File: config.mk
export PLATFORM = sky130hd
export DESIGN_NAME = mips_trace_buffer
export DESIGN_NICKNAME = d
export VERILOG_FILES = /design/src/rtl/mips_trace_buffer.sv
export SDC_FILE = /design/constraint.sdc
export NUM_CORES = 1
export LEC_CHECK = 0
export CAP_MARGIN = 20
export CORE_MARGIN = 3
export CORE_UTILIZATION = 40
export DETAILED_ROUTE_END_ITERATION = 6
export GPL_TIMING_DRIVEN = 0
export PLACE_DENSITY = 0.56
export SETUP_SLACK_MARGIN = 0.05
export SLEW_MARGIN = 20
export SYNTH_ARGS = -nofsm -noshare
export SYNTH_HDL_FRONTEND = slang
export SYNTH_SLANG_ARGS = --single-unit
File: constraint.sdc
create_clock -name clk -period 3.85 [get_ports clk]
set_input_delay 0.5775 -clock clk [delete_from_list [all_inputs] [get_ports clk]]
set_output_delay 0.5775 -clock clk [all_outputs]
set_load 0.1 [all_outputs]
File: src/rtl/mips_trace_buffer.sv
// mips_trace_buffer: decode-stage instruction trace buffer with PC/forced trigger and class counters
// Define TRACE_CNT_EN to build the 17 per-class saturating counters behind cnt_sel/cnt_out.
module mips_trace_buffer #(
    parameter int DEPTH = 16,
    parameter int PC_W  = 32,
    parameter int CNT_W = 16
) (
    input  logic                   clk,
    input  logic                   rst,
    input  logic                   valid_in,
    input  logic [PC_W-1:0]        pc_in,
    input  logic [31:0]            instr_in,
    input  logic                   arm,
    input  logic                   trig_en,
    input  logic [PC_W-1:0]        trig_pc,
    input  logic                   force_trig,
    input  logic [$clog2(DEPTH):0] post_count,
    input  logic                   rd_req,
    output logic                   rd_ack,
    output logic [PC_W+4:0]        rd_data,
    output logic                   rd_empty,
    output logic [1:0]             state,
    output logic                   overflow,
    input  logic                   clr_cnt,
    input  logic [4:0]             cnt_sel,
    output logic [CNT_W-1:0]       cnt_out
);
    localparam int AW = $clog2(DEPTH);
    localparam logic [1:0] S_IDLE  = 2'd0;
    localparam logic [1:0] S_ARMED = 2'd1;
    localparam logic [1:0] S_POST  = 2'd2;
    localparam logic [1:0] S_DONE  = 2'd3;
    localparam logic [AW:0] FULL     = {1'b1, {AW{1'b0}}};
    localparam logic [AW:0] MAX_POST = {1'b0, {AW{1'b1}}};
    localparam logic [AW:0] ONE      = {{AW{1'b0}}, 1'b1};

    function automatic logic [4:0] classify(input logic [5:0] op, input logic [5:0] fn);
        logic [4:0] c;
        c = 5'd0;
        if (op == 6'd0) begin
            case (fn)
                6'd0:    c = 5'd1;
                6'd32:   c = 5'd2;
                6'd34:   c = 5'd3;
                6'd36:   c = 5'd4;
                6'd37:   c = 5'd5;
                6'd2:    c = 5'd6;
                6'd42:   c = 5'd7;
                6'd8:    c = 5'd8;
                6'd27:   c = 5'd9;
                6'd16:   c = 5'd10;
                6'd18:   c = 5'd11;
                default: c = 5'd0;
            endcase
        end else begin
            case (op)
                6'd35:   c = 5'd12;
                6'd43:   c = 5'd13;
                6'd4:    c = 5'd14;
                6'd2:    c = 5'd15;
                6'd13:   c = 5'd16;
                default: c = 5'd0;
            endcase
        end
        return c;
    endfunction

    logic [1:0]      state_q, state_d;
    logic [AW-1:0]   wptr_q, wptr_d;
    logic [AW:0]     fill_q, fill_d;
    logic [AW:0]     rcnt_q, rcnt_d;
    logic [AW:0]     post_q, post_d;
    logic            ovf_q, ovf_d;
    logic            ack_q, ack_d;
    logic            empty_q, empty_d;
    logic [PC_W+4:0] data_q, data_d;
    logic [PC_W+4:0] mem_q [DEPTH];
    logic [4:0]      cls;
    logic            capture, trig, rd_go;
    logic [AW:0]     eff_post;
    logic [AW-1:0]   rd_idx;

    assign cls      = classify(instr_in[31:26], instr_in[5:0]);
    assign capture  = valid_in && !arm && (state_q == S_ARMED || state_q == S_POST);
    assign trig     = force_trig || (trig_en && pc_in == trig_pc);
    assign eff_post = post_count > MAX_POST ? MAX_POST : post_count;
    assign rd_go    = !arm && state_q == S_DONE && rd_req && !empty_q;
    // oldest surviving entry sits fill_q slots behind the write pointer
    assign rd_idx   = wptr_q - fill_q[AW-1:0] + rcnt_q[AW-1:0];

    always_comb begin
        state_d = state_q;
        wptr_d  = wptr_q;
        fill_d  = fill_q;
        post_d  = post_q;
        ovf_d   = ovf_q;
        ack_d   = rd_go;
        data_d  = rd_go ? mem_q[rd_idx] : data_q;
        rcnt_d  = rd_go ? rcnt_q + 1'b1 : rcnt_q;
        if (arm) begin
            state_d = S_ARMED;
            wptr_d  = '0;
            fill_d  = '0;
            rcnt_d  = '0;
            ovf_d   = 1'b0;
        end else if (capture) begin
            wptr_d = wptr_q + 1'b1;
            fill_d = fill_q == FULL ? FULL : fill_q + 1'b1;
            ovf_d  = ovf_q || fill_q == FULL;
            if (state_q == S_ARMED && trig) begin
                post_d  = eff_post;
                state_d = eff_post == '0 ? S_DONE : S_POST;
            end else if (state_q == S_POST) begin
                post_d  = post_q - 1'b1;
                state_d = post_q == ONE ? S_DONE : S_POST;
            end
        end
        empty_d = rcnt_d == fill_d;
    end

    always_ff @(posedge clk or negedge rst) begin
        if (!rst) begin
            state_q <= S_IDLE;
            wptr_q  <= '0;
            fill_q  <= '0;
            rcnt_q  <= '0;
            post_q  <= '0;
            ovf_q   <= 1'b0;
            ack_q   <= 1'b0;
            empty_q <= 1'b1;
            data_q  <= '0;
        end else begin
            state_q <= state_d;
            wptr_q  <= wptr_d;
            fill_q  <= fill_d;
            rcnt_q  <= rcnt_d;
            post_q  <= post_d;
            ovf_q   <= ovf_d;
            ack_q   <= ack_d;
            empty_q <= empty_d;
            data_q  <= data_d;
        end
    end

    always_ff @(posedge clk) begin
        if (capture) mem_q[wptr_q] <= {cls, pc_in};
    end

    assign state    = state_q;
    assign overflow = ovf_q;
    assign rd_ack   = ack_q;
    assign rd_data  = data_q;
    assign rd_empty = empty_q;

`ifdef TRACE_CNT_EN
    logic [CNT_W-1:0] cnt_q [17];
    logic             unused_bits;

    always_ff @(posedge clk or negedge rst) begin
        if (!rst) begin
            for (int i = 0; i < 17; i++) cnt_q[i] <= '0;
        end else if (clr_cnt) begin
            for (int i = 0; i < 17; i++) cnt_q[i] <= '0;
        end else if (valid_in && cnt_q[cls] != '1) begin
            cnt_q[cls] <= cnt_q[cls] + 1'b1;
        end
    end

    assign cnt_out     = cnt_sel <= 5'd16 ? cnt_q[cnt_sel] : '0;
    assign unused_bits = ^instr_in[25:6];
`else
    logic unused_bits;

    assign cnt_out     = '0;
    assign unused_bits = ^{instr_in[25:6], clr_cnt, cnt_sel};
`endif
endmodule
## Word level (Yosys, flattened, before mapping)

Memories as Yosys holds them, arrays and structs flattened. A register that Yosys moved wholly into a read port is not among the register bits.
Index checks and enable logic that the tools add are counted.

- Div/mod/pow operators: 0
- Muxes and demuxes: 23
- Bitwise gates (word level): 1
- Shift operators: 0
- Equality and inequality tests: 22
- Multipliers: 0
- Add/subtract/negate cells: 6
- $lt $le $gt $ge: 1
- Reduce and logical (&&, ||, !) cells: 21

Operators by type and width:

| kind | count |
|---|---|
| 2-to-1 mux 5 bit | 9 |
| one-hot mux 4 bit (11 select lines) | 1 |
| == test 6 bit (second input constant) | 7 |
| == test 32 bit | 1 |
| one-hot mux 5 bit (5 select lines) | 1 |
| == test 6 x 5 -> 1 bit (second input constant) | 3 |
| == test 6 x 2 -> 1 bit (second input constant) | 2 |
| == test 6 x 4 -> 1 bit (second input constant) | 2 |
| logical NOT 6 bit | 2 |
| adder 5 x 1 -> 5 bit (second input constant) | 2 |
| 2-to-1 mux 2 bit | 4 |
| 2-to-1 mux 4 bit | 2 |
| logical AND 1 bit | 7 |
| == test 6 x 3 -> 1 bit (second input constant) | 1 |
| 2-to-1 mux 1 bit | 6 |
| == test 5 x 1 -> 1 bit (second input constant) | 1 |
| == test 5 bit | 1 |
| == test 5 bit (second input constant) | 1 |
| greater-than comparator 5 x 4 -> 1 bit (second input constant) | 1 |
| logical NOT 5 bit | 1 |
| subtractor 5 x 1 -> 5 bit (second input constant) | 1 |
| adder 4 x 1 -> 4 bit (second input constant) | 1 |
| adder 4 bit | 1 |
| == test 2 bit (second input constant) | 2 |
| 9 further kinds | 14 |

- Memory bits (writable): 592
- Output and inout bits: 58
- Memories kept: 1
- Word-level logic and storage cells: 83
- Latch bits: 0
- Bits of input ports: 114
- Register bits after elaboration: 24
- Memory bits (read-only): 0

Memories:

| memory | words | bits a word | read ports | clocked after Yosys merged registers in | write ports | RTL line | source |
|---|---|---|---|---|---|---|---|
| mem_q | 16 | 37 | 1 | 1 | 1 | 77 | `logic [PC_W+4:0] mem_q [DEPTH];` |

## Longest topological paths before layout

- Depth in word-level cells: 7
- Mapped depth: 12
- Mapped depth without buffers: 10

## Worst setup path before layout

Ideal clock, no wire load.

- Kind: reg2reg
- Start: register state_q[0], in the netlist state[0]
- End: memory mem_q[10][0] (netlist name) (enable)
- Cell stages (with the launch flop): 9
- Arrival time: 3.240 ns
- Path buffers: 2
- Required time: 3.452 ns
- Setup time: 0.398 ns
- Slack: 0.212 ns
- Path through: dfrtp_1 inv_1 ha_1 nand2b_1 clkbuf_1 nor2_1 clkbuf_1 and3_1 and2_1

- Word-level cells in the longest chain between the ends: 5
- Elaborated cells on any way between the ends: 6

RTL lines:

| item | RTL line | source |
|---|---|---|
| from (decl) | 68 | `logic [1:0] state_q, state_d;` |
| from (signal assigned) | 133 | `state_q <= state_d;` |
| == test 2 x 1 -> 1 bit / == test 2 bit (equally long branches) | 84 | `assign capture = valid_in && !arm && (state_q == S_ARMED \|\| state_q == S_POST);` |
| logical OR 1 bit (*) | 84 |  |
| logical AND 1 bit (*) | 84 |  |
| 2-to-1 mux 1 bit (*) | 146 | `if (capture) mem_q[wptr_q] <= {cls, pc_in};` |
| 2-to-1 mux 1 bit (implied by the code) (*) | 146 |  |
| to (decl) | 77 |  |

Every way passes the cells marked *; elsewhere a longest branch is shown, timed or not.

## Worst setup path in the final report

- Start: register wptr_q[1]
- End: register data_q[18], in the netlist rd_data[18] (read register of mem_q)

- Word-level cells in the longest chain between the ends: 2

RTL lines:

| item | RTL line | source |
|---|---|---|
| from (decl) | 69 | `logic [AW-1:0] wptr_q, wptr_d;` |
| from (signal assigned) | 134 | `wptr_q <= wptr_d;` |
| subtractor 4 bit | 89 | `assign rd_idx = wptr_q - fill_q[AW-1:0] + rcnt_q[AW-1:0];` |
| adder 4 bit | 89 |  |
| to (decl) | 76 | `logic [PC_W+4:0] data_q, data_d;` |

Every way passes these cells.
A chain may end at the register's enable or synchronous reset.

==> out/qor.yml <==
worst_setup_path:
  endpoint: "rd_data[18]"
  timing.rr.end: "rd_data[18]"
  crit_path_max_fanout: 10
  startpoint: "wptr_q[1]"
  critPathLaunchType: "flop"
  critPathCaptureType: "flop"
  cp.required_ps: 4320
  regToRegSetupSlack_ps: 170
  reg2regPathDepth: 11
  r2r_start: "wptr_q[1]"
  arrival_ps: 4150
  path_class: "reg2reg"
timing:
  setup_ws_ps: 170
  setup_viol: 0
  rsz0062_at_grt: "true"
  period_needed_ps: 3680
  max_freq_ghz: 0.272
  relSlewSlack_pct: 34.5
  skew_ps: 23.2
  finalHoldViolCount: 0
  post-route-period-util_pct: 95.6
  maxSlewViolCount: 0
  tightest_slew_ps: 979
cts:
  cts_sinks: 653
  cts_tree: "yes"
  cts.htree.levels: 3
  numCtsBuffers: 72
  worstSkewPairLatency_ps: 600
  clk_pin_slew_ps: 60
  cts_max_path_buffers: 3
  root_buffer: "clkbuf_16"
  cts_setup_buffers: 0
outcome:
  status: "completed"
place:
  dp_slack_ps: -489
  dp.cells: 2517
  portBuffers: 126
  finalWeightedCongestion: 0.760
  place_hpwl_um: 43500
synth:
  synth_flop_cell: "edfxtp_1"
  ys_seq_area_share_pct: 73.1
  synth_cell_types: 59
  async_flop_share_pct: 9.34
  synth_area_um2: 26400
  synth.area.top_cells: "edfxtp_1 (67%), mux4_2 (13%), dfrtp_1 (5.7%), nand2_1 (3.5%), nand3_1 (2.2%)"
  ys_ff_latch: 653
  synth_top_cell_by_area: "edfxtp_1"
  synth_warnings: 0
  synth_cells: 1504
  synth_top_area_share_pct: 67.3
  synth_edf_count: 592
  syn_area_per_cell_um2: 17.6
routing:
  avgRoutedWirePerCell_um: 25.8
  vias_per_cell: 5.46
  drt_iter0_drc: 1366
  dr.pass1.iters: 5
  drc_errors: 0
  via_count: 14470
  wl_um: 68500
  postRouteAntennaNets: 0
floorplan:
  rows: 93
  dieArea_um2: 69200
  start_util_pct: 40.7
  pin_count: 172
  core_area_um2: 64900
  die_h_um: 263
  die_w_um: 263
final_layout:
  layout.nets: 1870
  finalNonFillerCells: 2650
  drive_above_1_share_pct: 21.1
  syn_to_final_growth_pct: 19.6
  post-route-util_pct: 48.6
  diodes: 0
grt:
  grt_max_degree: 38
  grt_overflow: 0
  gr-usage-all-layers_pct: 19.8
  antenna_found_initial: 0
  grt_pass1_wl_um: 100000
  grt_pass1_vias: 15069
pwr:
  p_total_mw: 20.8
  power.density_nw_per_um2: 658
  power_leakage_nw: 10.7
  ir_worst_vdd_uv: 500
hold_path:
  hp-class: "reg2reg"
job:
  maxCapViolCount: 0
-- Yosys cell counts (10+ instances only) --
master and count:
edfxtp_1 592, nand2_1 244, mux4_2 148, nand3_1 117, dfrtp_1 60, clkbuf_1 45
xor2_1 23, xnor2_1 22, buf_2 20, inv_1 19, and2_1 18, buf_4 18
ha_1 16, nor2_1 16, nor3_1 14, a21oi_1 12, nand4_1 11, nand2b_1 10
-- routing by layer --
layer | wire (um) | track usage [%] | up-vias | share of wire (%)
met5 | 0 | 0 | - | 0
met4 | 1580 | 5.84 | 0 | 2.3
met3 | 3880 | 3.11 | 94 | 5.7
met2 | 33300 | 32.3 | 424 | 49
met1 | 29700 | 27.7 | 7638 | 43
li1 | - | - | 6314 | -
-- flip-flops by register name, indices dropped and copies added (netlist names) --
signal / count
mem_q: 592
rd_data: 37
fill_q: 5
post_q: 5
rcnt_q: 5
wptr_q: 4
state: 2
overflow: 1
rd_ack: 1
rd_empty: 1
-- through the flow --
| step | hold WS, ps | instance area [um^2] | TNS [ps] |
|---|---|---|---|
| after floorplan | 282 | 26500 | 0 |
| after global placement | 461 | 28800 | -454410 |
| after detailed placement | 462 | 29200 | -13170 |
| after CTS | 477 | 31600 | 0 |
| after global routing | 494 | 31600 | -0.0315 |
| final | 471 | 31600 | 0 |
-- cell usage in the layout (no fill, tap or decap), types with 22 or more instances in the layout --
master	instances
edfxtp_1	592
mux4_2	148
nand2_1	244
dfrtp_1	60
xnor2_1	22
clkinv_2	23
nand3_1	117
clkbuf_16	75
clkbuf_1	36
clkdlybuf4s50_1	125
buf_2	26
xor2_1	23
-- worst min-delay path by stage --
stage,startpoint,endpoint,cells after the start
2_1_floorplan,rst,fill_q[0],0
3_3_place_gp,rd_data[13],rd_data[13],2
3_5_place_dp,rd_data[0],rd_data[0],2
4_1_cts,rd_data[0],rd_data[0],2
5_1_grt,rd_data[36],rd_data[36],2
6_report,rd_data[21],rd_data[21],2
-- worst max-delay path: stages, from the launching register on --
cell             delay (ps)
dfrtp_1                 450
inv_1                   140
fa_1                    560
inv_1                    70
fa_1                    590
clkbuf_2                420
clkdlybuf4s15_2         540
mux4_2                  360
nand2_1                  80
nand3_1                 110
nand3_1                 160
nand2_1                  60
-- cells by family after synthesis --
| family | after synthesis | share of synthesized area (%) |
|---|---|---|
| other cells | 1 | 0.0142 |
| simple gates | 471 | 8.24 |
| buf+inv | 112 | 1.94 |
| xor+xnor | 48 | 1.68 |
| mux | 154 | 12.9 |
| flops | 653 | 73.1 |
| compound gates | 46 | 1.20 |
| fa+ha+maj | 19 | 0.985 |
-- power by group --
group | total [mW] | switching (mW) | leakage, nW | internal, mW
logic | 5.90 | 3.82 | 3.42 | 2.08
registers | 8.08 | 0.117 | 6.13 | 7.96
clock network | 6.81 | 2.77 | 1.17 | 4.04
total | 20.8 | 6.71 | 10.7 | 14.1
-- final cells by class --
type | instances | area [um^2]
plain buffers | 92 | 475
clock buffers | 93 | 2010
clock inverters | 39 | 334
fillers | 5501 | 33300
inverters | 20 | 75.1
multi-input cells | 754 | 6760
flip-flops and latches | 653 | 19300
well taps | 855 | 1070
repair buffers | 144 | 1550
-- timing repair --
action | in CTS | in global routing
hold buffers | 1 | 0
resized for setup | 17 | 27
pin swaps | 0 | 0
endpoints found under the setup margin | 37 | 33
endpoints found under the hold margin | 7 | 0
(Power assumes the default switching activity.)
